===== config.mk =====
export PLATFORM = sky130hd
export DESIGN_NAME = mult_arbiter
export DESIGN_NICKNAME = d
export VERILOG_FILES = /design/src/rtl/mult_pkg.sv /design/src/rtl/rr_arbiter.sv /design/src/rtl/mult_arbiter.sv
export SDC_FILE = /design/constraint.sdc
export NUM_CORES = 1
export LEC_CHECK = 0
export ABC_AREA = 1
export BUFFER_PORTS_ARGS = -buffer_cell sky130_fd_sc_hd__buf_2
export CORE_ASPECT_RATIO = 1.5
export CORE_MARGIN = 3
export CORE_UTILIZATION = 55
export DETAILED_ROUTE_END_ITERATION = 12
export PLACE_DENSITY = 0.76
export SYNTH_ARGS = -nofsm -noshare
export SYNTH_HDL_FRONTEND = slang
export SYNTH_HIERARCHICAL = 1
export SYNTH_SLANG_ARGS = --single-unit

===== constraint.sdc =====
create_clock -name clk -period 10.7 [get_ports clk]
set_input_delay 1.07 -clock clk [delete_from_list [all_inputs] [get_ports clk]]
set_output_delay 1.07 -clock clk [all_outputs]
set_load 0.05 [all_outputs]

===== src/rtl/mult_pkg.sv =====
// Shared sizing helpers for the arbitrated Q-format multiplier.
// Channel index width, product slice bounds and saturation constants.
package mult_pkg;

    function automatic int ch_width(input int n);
        return (n <= 2) ? 1 : $clog2(n);
    endfunction

    // Q1.(W-1) x Q1.(W-1) gives Q2.(2W-2); drop the duplicated sign bit and the low fraction.
    function automatic int prod_msb(input int dw);
        return 2 * dw - 2;
    endfunction

    function automatic int prod_lsb(input int dw);
        return dw - 1;
    endfunction

    function automatic logic [63:0] sat_pos(input int dw);
        return (64'd1 << (dw - 1)) - 64'd1;
    endfunction

    function automatic logic [63:0] q_min(input int dw);
        return 64'd1 << (dw - 1);
    endfunction

endpackage


===== src/rtl/rr_arbiter.sv =====
// Round-robin selector: first enabled requester after last_grant wins.
// Purely combinational; the caller qualifies the grant with its own stall condition.
module rr_arbiter #(
    parameter int NUM_CH   = 4,
    parameter int CH_WIDTH = 2
) (
    input  logic [NUM_CH-1:0]   req,
    input  logic [NUM_CH-1:0]   enable,
    input  logic [CH_WIDTH-1:0] last_grant,
    output logic [NUM_CH-1:0]   grant,
    output logic [CH_WIDTH-1:0] grant_idx,
    output logic                grant_vld
);

    logic [NUM_CH-1:0] cand;

    assign cand = req & enable;

    // Two passes: channels above last_grant first, then wrap around from channel 0.
    always_comb begin
        grant     = '0;
        grant_idx = '0;
        grant_vld = 1'b0;
        for (int j = 0; j < NUM_CH; j++) begin
            if (!grant_vld && cand[j] && (j > int'(last_grant))) begin
                grant_vld = 1'b1;
                grant[j]  = 1'b1;
                grant_idx = CH_WIDTH'(j);
            end
        end
        for (int j = 0; j < NUM_CH; j++) begin
            if (!grant_vld && cand[j]) begin
                grant_vld = 1'b1;
                grant[j]  = 1'b1;
                grant_idx = CH_WIDTH'(j);
            end
        end
    end

endmodule


===== src/rtl/mult_arbiter.sv =====
// NUM_CH requesters share one saturating Q1.(W-1) multiplier via round-robin arbitration.
// Two-stage pipeline; both stages hold and all grants drop while the output is stalled.
module mult_arbiter
    import mult_pkg::*;
#(
    parameter int DATA_WIDTH = 16,
    parameter int NUM_CH     = 4,
    localparam int CH_WIDTH  = ch_width(NUM_CH)
) (
    input  logic                         clk,
    input  logic                         reset,
    input  logic [NUM_CH-1:0]            ch_enable,
    input  logic [NUM_CH*DATA_WIDTH-1:0] req_a_tdata,
    input  logic [NUM_CH*DATA_WIDTH-1:0] req_b_tdata,
    input  logic [NUM_CH-1:0]            req_tvalid,
    output logic [NUM_CH-1:0]            req_tready,
    output logic [DATA_WIDTH-1:0]        data_o_tdata,
    output logic [CH_WIDTH-1:0]          data_o_tdest,
    output logic                         data_o_tvalid,
    input  logic                         data_o_tready,
    output logic                         busy
);

    localparam int P_MSB = prod_msb(DATA_WIDTH);
    localparam int P_LSB = prod_lsb(DATA_WIDTH);
    localparam logic [DATA_WIDTH-1:0] Q_MAX = DATA_WIDTH'(sat_pos(DATA_WIDTH));
    localparam logic [DATA_WIDTH-1:0] Q_MIN = DATA_WIDTH'(q_min(DATA_WIDTH));

    logic [CH_WIDTH-1:0]             last_grant;
    logic [CH_WIDTH-1:0]             grant_idx;
    logic [NUM_CH-1:0]               grant;
    logic                            grant_vld;
    logic                            adv;
    logic signed [DATA_WIDTH-1:0]    a_sel;
    logic signed [DATA_WIDTH-1:0]    b_sel;
    logic signed [2*DATA_WIDTH-1:0]  prod;
    logic [DATA_WIDTH-1:0]           mult_res;
    logic                            unused_prod_bits;

    logic                            s1_vld;
    logic [DATA_WIDTH-1:0]           s1_dat;
    logic [CH_WIDTH-1:0]             s1_dest;

    rr_arbiter #(
        .NUM_CH   (NUM_CH),
        .CH_WIDTH (CH_WIDTH)
    ) u_rr_arbiter (
        .req        (req_tvalid),
        .enable     (ch_enable),
        .last_grant (last_grant),
        .grant      (grant),
        .grant_idx  (grant_idx),
        .grant_vld  (grant_vld)
    );

    assign adv        = !data_o_tvalid || data_o_tready;
    assign req_tready = (adv && !reset) ? grant : '0;
    assign busy       = s1_vld | data_o_tvalid;

    assign a_sel = req_a_tdata[grant_idx*DATA_WIDTH +: DATA_WIDTH];
    assign b_sel = req_b_tdata[grant_idx*DATA_WIDTH +: DATA_WIDTH];
    assign prod  = a_sel * b_sel;

    // (-1) * (-1) is the only product that overflows the Q1 range.
    assign mult_res = ((a_sel == Q_MIN) && (b_sel == Q_MIN)) ? Q_MAX : prod[P_MSB:P_LSB];

    assign unused_prod_bits = ^{prod[2*DATA_WIDTH-1], prod[P_LSB-1:0]};

    always_ff @(posedge clk or posedge reset) begin
        if (reset) begin
            last_grant    <= CH_WIDTH'(NUM_CH - 1);
            s1_vld        <= 1'b0;
            s1_dat        <= '0;
            s1_dest       <= '0;
            data_o_tvalid <= 1'b0;
            data_o_tdata  <= '0;
            data_o_tdest  <= '0;
        end else if (adv) begin
            s1_vld        <= grant_vld;
            s1_dat        <= mult_res;
            s1_dest       <= grant_idx;
            data_o_tvalid <= s1_vld;
            data_o_tdata  <= s1_dat;
            data_o_tdest  <= s1_dest;
            if (grant_vld) begin
                last_grant <= grant_idx;
            end
        end
    end

endmodule


# Word-level counts from Yosys, hierarchy flattened

Index checks and enable logic that the tools add are counted.

Multipliers: 1
Eq/ne operators: 2
Reduce and logical (&&, ||, !) cells: 21
Shift-type cells: 2
Mux-type cells: 22
$add $sub $neg: 0
Order comparisons: 3
Divide/modulo/power cells: 0
Bitwise gates (word level): 2

Operators by type and width:

| kind                                                                | count |
|---|---|
| 64-bit by 7-bit indexed part select with 16-bit output              | 2 |
| 16-bit == test, second input constant                               | 2 |
| 16-bit by 16-bit multiplier with 31-bit output                      | 1 |
| 16-bit two-way mux                                                  | 1 |
| 1-bit two-way mux                                                   | 14 |
| 2-bit two-way mux                                                   | 6 |
| 1-bit logical AND                                                   | 11 |
| 1-bit logical NOT                                                   | 8 |
| 4-bit AND                                                           | 1 |
| 2-bit > comparator, first input constant                            | 2 |
| 4-bit two-way mux                                                   | 1 |
| 1-bit by 2-bit > comparator with 1-bit output, first input constant | 1 |
| 2-bit AND reduction                                                 | 1 |
| 1-bit logical OR                                                    | 1 |
| 1-bit OR                                                            | 1 |

Flip-flop bits (word level): 40
ROM bits: 0
Logic and storage cells: 60
Output and inout port bits: 24
Bits in latches: 0
Bits of input ports: 139
Memory bits (writable): 0
Memories: 0

# Depth between registers and ports, before layout

Gate-level depths: netlist (run 1).

Word-level depth: 27
Depth in mapped cells: 42
Depth with buffers taken out: 39

# Cells and area by module

Netlist (run 1), hierarchy kept.

By module, submodules not included:

| module       | sequential area each (um2) | area an instance (um2) | cells an instance | times used |
|---|---|---|---|---|
| mult_arbiter | 1003.5                     | 12609.6                | 1669              | 1 |
| rr_arbiter   | 0.0                        | 176.4                  | 31                | 1 |

# Worst setup path before layout (run 1)

Ideal clock, no wire load.

Path kind: input -> register
Start point: input req_tvalid[1]
End point: register s1_dat[10]
Data required time: 10580 ps
Path slack: 3372 ps
Setup time: 120 ps
Stages: 42
Arrival time: 7208 ps
Path buffers: 4
Cells stage by stage: nand2_2 inv_2 nand2_2 nand3_2 nor2_4 nand4_2 nand3_1 buf_6 buf_6 buf_6 a21oi_1 o21ai_1 nand2_1 inv_1 clkbuf_1 nand2_1 fa_1 inv_1 [6 not listed] inv_1 fa_1 inv_1 ha_1 nand2_1 nand2_1 inv_1 nor2_1 nor2_1 o21ai_0 a21oi_1 nand2_1 nand2_1 nand2_1 nand2_1 nand3_1 o21ai_0 inv_1

Longest elaborated chain between the ends: 27
Elaborated cells on any way between the ends: 36
Classes of those cells: mul (1); eq/ne (2); shift (2); mux (14); bitwise (1); reduce/logical (16)

RTL lines:

| item                                                                                   | RTL line           | RTL |
|---|---|---|
| from (decl)                                                                            | mult_arbiter.sv:15 | `input logic [NUM_CH-1:0] req_tvalid,` |
| 4-bit AND (*)                                                                          | rr_arbiter.sv:17   | `assign cand = req & enable;` |
| 1-bit logical AND                                                                      | rr_arbiter.sv:25   | `if (!grant_vld && cand[j] && (j > int'(last_grant))) begin` |
| 1-bit two-way mux                                                                      | rr_arbiter.sv:25   |  |
| 1-bit logical NOT                                                                      | rr_arbiter.sv:25   |  |
| 1-bit logical AND (2 in series)                                                        | rr_arbiter.sv:25   |  |
| 1-bit two-way mux                                                                      | rr_arbiter.sv:25   |  |
| 1-bit logical NOT                                                                      | rr_arbiter.sv:25   |  |
| 1-bit logical AND (2 in series)                                                        | rr_arbiter.sv:25   |  |
| [8 not listed]                                                                         | n/a                |  |
| 1-bit logical AND                                                                      | rr_arbiter.sv:32   | `if (!grant_vld && cand[j]) begin` |
| 1-bit two-way mux                                                                      | rr_arbiter.sv:32   |  |
| 1-bit logical NOT                                                                      | rr_arbiter.sv:32   |  |
| 1-bit logical AND                                                                      | rr_arbiter.sv:32   |  |
| 2-bit two-way mux (*)                                                                  | rr_arbiter.sv:32   |  |
| net grant_idx[0]                                                                       | mult_arbiter.sv:30 | `logic [CH_WIDTH-1:0] grant_idx;` |
| branches (longest 3 deep; another with 16-bit by 16-bit multiplier with 31-bit output) | n/a                |  |
| 16-bit two-way mux (*)                                                                 | mult_arbiter.sv:65 | `assign mult_res = ((a_sel == Q_MIN) && (b_sel == Q_MIN)) ? Q_MAX : prod[P_MSB:P_LSB];` |
| to (signal assigned)                                                                   | mult_arbiter.sv:80 | `s1_dat <= mult_res;` |
| to (decl)                                                                              | mult_arbiter.sv:41 | `logic [DATA_WIDTH-1:0] s1_dat;` |

Mark *: on every way through the listed nets, which the timed path passes.
A chain may end at the register's enable or synchronous reset.

# Worst setup path after layout (run 1)

Start point: input req_tvalid[1]
End point: register s1_dat[15]

Same word-level chain as after synthesis.

==> impl_results.md, run 1 <==
- Hold WS: 0.467 ns
- Top-level I/O count: 163
- GRT Residual Overflow: 0
- Detailed-routing iteration count for the pre-antenna-repair pass: 8
- Mean instance size in the synthesized netlist: 7.52 um2
- Post CTS Setup Buffer Count: 0
- Reported max-cap violation count: 0
- H-tree Lvls: 2
- CP Launch Type: input port
- Summed negative setup slack over all endpoints: 0 ns
- #FFs+latches synth: 40
- Antenna violations before repair: 0
- Fraction of the core area covered by cells at the end of the flow: 0.613
- Filler cell count in the final layout: 2,066
- Fraction of synthesized cell area taken by the top area cell type: 0.399
- Synth Area in Adders: 0.475
- Compound-cell area share of the yosys netlist: 0.0605
- Top cells by area, synth: sky130_fd_sc_hd__fa_1 (40%), sky130_fd_sc_hd__inv_1 (12%), sky130_fd_sc_hd__nand2_1 (12%)
- CP required: 10.87 ns
- Starting density of the core: 0.565
- Post-detailed-route count of antenna-violating nets: 0
- Cts bufs inserted: 5
- Clock root buffer: sky130_fd_sc_hd__clkbuf_16
- Place WS: 1.82 ns
- Maximum cell stage delay along the critical path: 0.60 ns
- Max Clock Skew: 0.00255 ns
- Period minus WS final: 8.65 ns
- Post-route fraction of the period consumed by the critical path: 0.808
- Max Freq: 0.116 GHz
- Antenna diode count: 0
- Setup ws final: 2.05 ns
- Biggest area consumer among synthesized cells: sky130_fd_sc_hd__fa_1
- Die width: 130 um
- DP Wirelength: 30,400 um
- Number of warnings printed during yosys synthesis: 6
- Worst path slowest cell: sky130_fd_sc_hd__fa_1
- Post-cts sizing count: 0
- Clock tree from TritonCTS: built
- Post-CTS Hold Buffers: 0
- Pin count of the biggest net entering global routing: 88
- Total number of clock tree sinks: 40
- Top fanout value on the critical path: 29
- Final Wtd Congestion: 0.977
- Share of the synthesized netlist area taken by xor and xnor gates: 0.00548
- Floorplan die area: 25,200 um2
- Vias in the first global route: 11,900
- Insertion delay of the later-clocked pin in the worst-skew pair: 0.28 ns
- Fraction of layout cells with a size suffix above 1: 0.138
- Sequential standard cell area: 1000 um2
- Main combinational cell family by area after synthesis: adder cells
- Footprint of the multi-input gates: 9880 um2
- Floorplan die height: 193 um
- Fraction of the mapped netlist area in simple logic gates: 0.232
- Crit path DAT: 8.82 ns
- Post-synth cell types: 44
- Growth of design area from synthesis to finish: 8.59%
- Deepest clock path buffer count: 2
- Global-route wire length before repair: 57,800 um
- RSZ-0062 raised after global routing: no
- Buffers added on ports: 162
- Measured slew at the worst slew-check pin: 0.834 ns
- Vias/cell: 5.37
- Relative slew slack: 0.440
- Path type of the worst setup path: input port to flop
- Clock Pin Slew Worst Setup and Hold Paths: 0.05 ns
- Post-synthesis cell area: 12,800 um2
- Nets@finish: 2,302
- Final setup violation count: 0
- Multiplexer share of the synthesized area: 0
- Routed wirelength normalized by instance count: 17.1 um
- Count of unresolved DRC violations after routing: 0
- Run status: complete, no violations
- Final-report max-slew violation count: 0
- Number of standard-cell rows in the floorplan: 67
- Final hold violation count: 0
- Worst hold-check path type: flop to flop
- Kind of capture point of the worst setup path: flop
- Global-route usage over all layers: 0.296
- Area of the core region: 22,600 um2
- Seq/Total Area, Yosys: 0.0785
- Count of mapped cells out of synthesis: 1,700
- Drt initial violations: 683
- Overall via count from detail_route: 11,300
- Final Routed Wirelength: 36,100 um
- Syn Nets: 2,171
## synth_stat cells
cell and number:
sky130_fd_sc_hd__nand3b_1 3, sky130_fd_sc_hd__a31oi_2 4, sky130_fd_sc_hd__o211ai_2 3, sky130_fd_sc_hd__buf_4 4, sky130_fd_sc_hd__inv_4 1, sky130_fd_sc_hd__o21ai_1 16, sky130_fd_sc_hd__a21oi_4 1, sky130_fd_sc_hd__clkinv_2 2
sky130_fd_sc_hd__nor2_4 2, sky130_fd_sc_hd__clkbuf_1 23, sky130_fd_sc_hd__inv_1 414, sky130_fd_sc_hd__ha_1 77, sky130_fd_sc_hd__o21ai_0 39, sky130_fd_sc_hd__a21oi_2 3, sky130_fd_sc_hd__fa_1 255, sky130_fd_sc_hd__or2_1 2
sky130_fd_sc_hd__nand3_1 62, sky130_fd_sc_hd__a31oi_1 9, sky130_fd_sc_hd__nor2_2 3, sky130_fd_sc_hd__o21ai_2 1, sky130_fd_sc_hd__nor2_1 172, sky130_fd_sc_hd__nor4_1 3, sky130_fd_sc_hd__nand2_2 19, sky130_fd_sc_hd__buf_6 10
sky130_fd_sc_hd__a21o_1 3, sky130_fd_sc_hd__o21bai_1 4, sky130_fd_sc_hd__inv_2 13, sky130_fd_sc_hd__a21boi_0 1, sky130_fd_sc_hd__xor2_1 2, sky130_fd_sc_hd__clkinv_1 6, sky130_fd_sc_hd__nand4_1 6, sky130_fd_sc_hd__nand2_4 2
sky130_fd_sc_hd__nor3_1 7, sky130_fd_sc_hd__dfstp_2 2, sky130_fd_sc_hd__dfrtp_1 38, sky130_fd_sc_hd__buf_2 8, sky130_fd_sc_hd__a21oi_1 47, sky130_fd_sc_hd__or2_2 5, sky130_fd_sc_hd__xnor2_1 6, sky130_fd_sc_hd__nand3_2 9
sky130_fd_sc_hd__nand2_1 408, sky130_fd_sc_hd__nand4_2 1, sky130_fd_sc_hd__o21a_1 1, sky130_fd_sc_hd__nor3_2 3
## path summary, 6_finish.rpt
check,from,to,slack (ns),cells after the start
min in group asynchronous,reset,data_o_tdata[13],0.90,3
min,s1_dat[4],data_o_tdata[4],0.47,2
max,req_tvalid[1],s1_dat[15],2.05,33
max in group asynchronous,reset,last_grant[1],9.43,3
max reg2reg,last_grant[1],s1_dat[15],2.49,31
min reg2reg,s1_dat[4],data_o_tdata[4],0.47,2
## sequential cells by signal, indices dropped and copies added, names as in the netlist
name           cells
data_o_tdata      16
s1_dest            2
last_grant         2
data_o_tdest       2
s1_vld             1
s1_dat            16
data_o_tvalid      1
## area by class of cell
cell class,instances,share of cell area
multi-input cells,1179,0.712
inverters,436,0.118
flip-flops and latches,40,0.0723
repair buffers,169,0.0622
well taps,276,0.0249
clock buffers,8,0.0105
## logic make-up after synthesis
kind of cell	after synthesis
AOI/OAI and AO/OA	132
xor gates and xnor gates	8
and+or+nand+nor	707
buffers and inverters	481
DFF	40
adders and majority gates	332
## per-stage QoR
stage / std cells / area, um2
finish: 2108 / 13900
global route: 2108 / 13900
CTS: 2108 / 13900
detailed placement: 2100 / 13700
global placement: 2100 / 13700
floorplan: 1700 / 12800
## routing by layer
metal / up-vias / track usage / part of all wire
li1: 5229 / - / -
met1: 5424 / 0.330 / 0.34
met2: 511 / 0.538 / 0.51
met3: 149 / 0.0388 / 0.071
met4: 0 / 0.162 / 0.073
met5: - / 0 / 0
## critical path: cells and delay by family
family                     cells  cell delay [ns]
and+or+nand+nor               15             2.78
adders and majority gates      7             3.42
buffers and inverters          9             1.28
AOI/OAI and AO/OA              2             0.23
## cell usage in the layout, fill, tap and decap left out, types with 3 or more instances in the layout
cell type                   Yosys  final
sky130_fd_sc_hd__inv_1        414    414
sky130_fd_sc_hd__nand2_1      408    408
sky130_fd_sc_hd__fa_1         255    255
sky130_fd_sc_hd__nor2_1       172    171
sky130_fd_sc_hd__buf_2          8    162
sky130_fd_sc_hd__ha_1          77     77
sky130_fd_sc_hd__nand3_1       62     60
sky130_fd_sc_hd__a21oi_1       47     47
sky130_fd_sc_hd__o21ai_0       39     39
sky130_fd_sc_hd__dfrtp_1       38     38
sky130_fd_sc_hd__nand2_2       19     19
sky130_fd_sc_hd__o21ai_1       16     16
sky130_fd_sc_hd__inv_2         13     13
sky130_fd_sc_hd__nand3_2        9     11
sky130_fd_sc_hd__a31oi_1        9      9
sky130_fd_sc_hd__nor3_1         7      7
sky130_fd_sc_hd__buf_4          4      7
sky130_fd_sc_hd__clkinv_1       6      6
sky130_fd_sc_hd__nand4_1        6      6
sky130_fd_sc_hd__xnor2_1        6      6
sky130_fd_sc_hd__or2_2          5      5
sky130_fd_sc_hd__clkbuf_16      0      5
sky130_fd_sc_hd__nor2_2         3      4
sky130_fd_sc_hd__o21bai_1       4      4
sky130_fd_sc_hd__a31oi_2        4      4
sky130_fd_sc_hd__a21oi_2        3      3
sky130_fd_sc_hd__nor3_2         3      3
sky130_fd_sc_hd__nand3b_1       3      3
sky130_fd_sc_hd__o211ai_2       3      3
sky130_fd_sc_hd__nor4_1         3      3
sky130_fd_sc_hd__a21o_1         3      3
Power of run 1 is not shown: default switching activity piles up to over one toggle a cycle in this logic, so the estimate is an artifact.
==> inputs of run 2 (changes only) <==
PLACE_DENSITY = 0.79   (was 0.76)
clock period = 7.12 ns   (was 10.7 ns; I/O delays follow)
==> run 2 against run 1 <==
  * Utilization grew 14 points
  * The flow now finishes with violations (setup timing)
  * Largest cell class unchanged
  * Non-clock buffer count grew 249
  * Sequential share of layout area shrank 1.3 points
  * Critical path type unchanged
  * Highest routed layer unchanged
  * Critical endpoint is now s1_dat[11]
==> impl_results.md, run 2 (synthesis results as in run 1) <==
- Met2 capacity usage during global routing: 0.590
- Top-level I/O count: 163
- RSZ-0062 raised after global routing: yes
- Max Clock Skew: 0.00514 ns
- Final Wtd Congestion: 0.958
- Floorplan die height: 193 um
- Area of the core region: 22,600 um2
- Pin count of the biggest net entering global routing: 42
- Total number of clock tree sinks: 40
- Floorplan die area: 25,200 um2
- Cts bufs inserted: 5
- Number of standard-cell rows in the floorplan: 67
- Final-report max-slew violation count: 0
- Growth of design area from synthesis to finish: 33.2%
- Deepest clock path buffer count: 2
- Maximum cell stage delay along the critical path: 0.54 ns
- Reported max-cap violation count: 0
- Final setup violation count: 9
- Nets@finish: 2,551
- Setup ws final: -0.143 ns
- Vias/cell: 5.46
- Worst path slowest cell: sky130_fd_sc_hd__fa_1
- Final instance area: 17,000 um2
- Crit. Startpoint: ch_enable[3]
- Drt initial violations: 904
- CP Launch Type: input port
- Most frequent cells in the layout: sky130_fd_sc_hd__inv_1 (393), sky130_fd_sc_hd__nand2_1 (365), sky130_fd_sc_hd__fa_1 (244)
- Final hold violation count: 0
- Measured slew at the worst slew-check pin: 1.10 ns
- Met3 Usage GRT: 0.0440
- Footprint of the multi-input gates: 10,700 um2
- Starting density of the core: 0.565
- Clock root buffer: sky130_fd_sc_hd__clkbuf_16
- Period minus WS final: 7.26 ns
- Overall via count from detail_route: 12,900
- Top Registers: data_o_tdata x16, s1_dat x16
- Crit path DAT: 7.44 ns
- Die width: 130 um
- Post-detailed-route count of antenna-violating nets: 0
- Worst hold-check path type: flop to flop
- Count of unresolved DRC violations after routing: 0
- Insertion delay of the later-clocked pin in the worst-skew pair: 0.28 ns
- H-tree Lvls: 2
- Sequential standard cell area: 1000 um2
- Antenna diode count: 0
- Fraction of layout cells with a size suffix above 1: 0.326
- Source of the worst hold timing path: s1_dat[1]
- Hold WS: 0.463 ns
- Kind of capture point of the worst setup path: flop
- Max Freq: 0.138 GHz
- Filler cell count in the final layout: 1,550
- Detailed-routing iteration count for the pre-antenna-repair pass: 8
- Relative slew slack: 0.268
- Antenna violations before repair: 0
- Top Usage Layer GRT: met2
- Vias in the first global route: 13,100
- Routed wirelength normalized by instance count: 18.7 um
- Top fanout value on the critical path: 12
- Met1 capacity usage during global routing: 0.346
- CP required: 7.29 ns
- Clock tree from TritonCTS: built
- Path type of the worst setup path: input port to flop
- Failing checks: setup timing
- Post-route fraction of the period consumed by the critical path: 1.02
- Buffers added on ports: 162
- GRT Residual Overflow: 0
- Global-route wire length before repair: 63,800 um
- Clock Pin Slew Worst Setup and Hold Paths: 0.06 ns
- DP Wirelength: 34,800 um
- Run status: finished, violations left
- Commonest non-fill, non-tap cell in the layout: sky130_fd_sc_hd__inv_1
- Startpoint of the worst-slack reg-to-reg timing path: last_grant[1]
- Placed cell area: 15,600 um2
- Global-route usage over all layers: 0.329
- Final Routed Wirelength: 44,000 um
[run 2: cell count changes in the layout (fill, tap and decap cells not counted), sizes merged]
cell      change
buf         +247
clkinv        -5
clkinvlp      +6
inv           +1
[run 2: what timing repair did]
action | in CTS | in global routing
setup buffers | 1 | 23
hold buffers | 0 | 0
endpoints found under the setup margin | 13 | 16
pin swaps | 5 | 57
cloned | 0 | 4
gates resized for setup | 25 | 235
[run 2: layout make-up]
class,count,share of cell area
clock inverters,2,0.000882
repair buffers,418,0.182
clock buffers,6,0.00816
multi-input cells,1179,0.631
inverters,436,0.0988
well taps,276,0.0203
flip-flops and latches,40,0.0589
[run 2: path summary, 6_finish.rpt]
check                                   end  slack (ns)  depth (start not counted)
max in group asynchronous     last_grant[0]        6.20                          3
setup reg to reg                 s1_dat[11]       -0.11                         34
setup / recovery                 s1_dat[11]       -0.14                         37
min in group asynchronous  data_o_tdata[10]        0.55                          3
hold reg to reg             data_o_tdata[1]        0.46                          2
hold / removal              data_o_tdata[1]        0.46                          2
[run 2: layer usage]
layer | routed length (um) | vias to the layer above
met5 | 0 | -
li1 | - | 5742
met1 | 14100 | 6147
met3 | 3150 | 259
met4 | 4340 | 0
met2 | 22500 | 723
[run 2: critical path, delay by kind of cell]
kind,cells,cell delay [ns]
simple gates,17,1.69
buf+inv,10,1.09
fa+ha+maj,7,3.37
compound gates,3,0.57
[run 2: per-stage QoR]
stage               worst slack [ns]  TNS [ns]   util  std cells
floorplan                      0.150         0      -       1700
global placement              -0.411     -3.07  0.691       2321
detailed placement            -0.595     -6.01  0.691       2321
CTS                          -0.0415   -0.0809  0.701       2330
global route                  -0.373     -3.83  0.752       2357
finish                        -0.143    -0.620  0.752       2357
Power of run 2 is left out for the same reason.
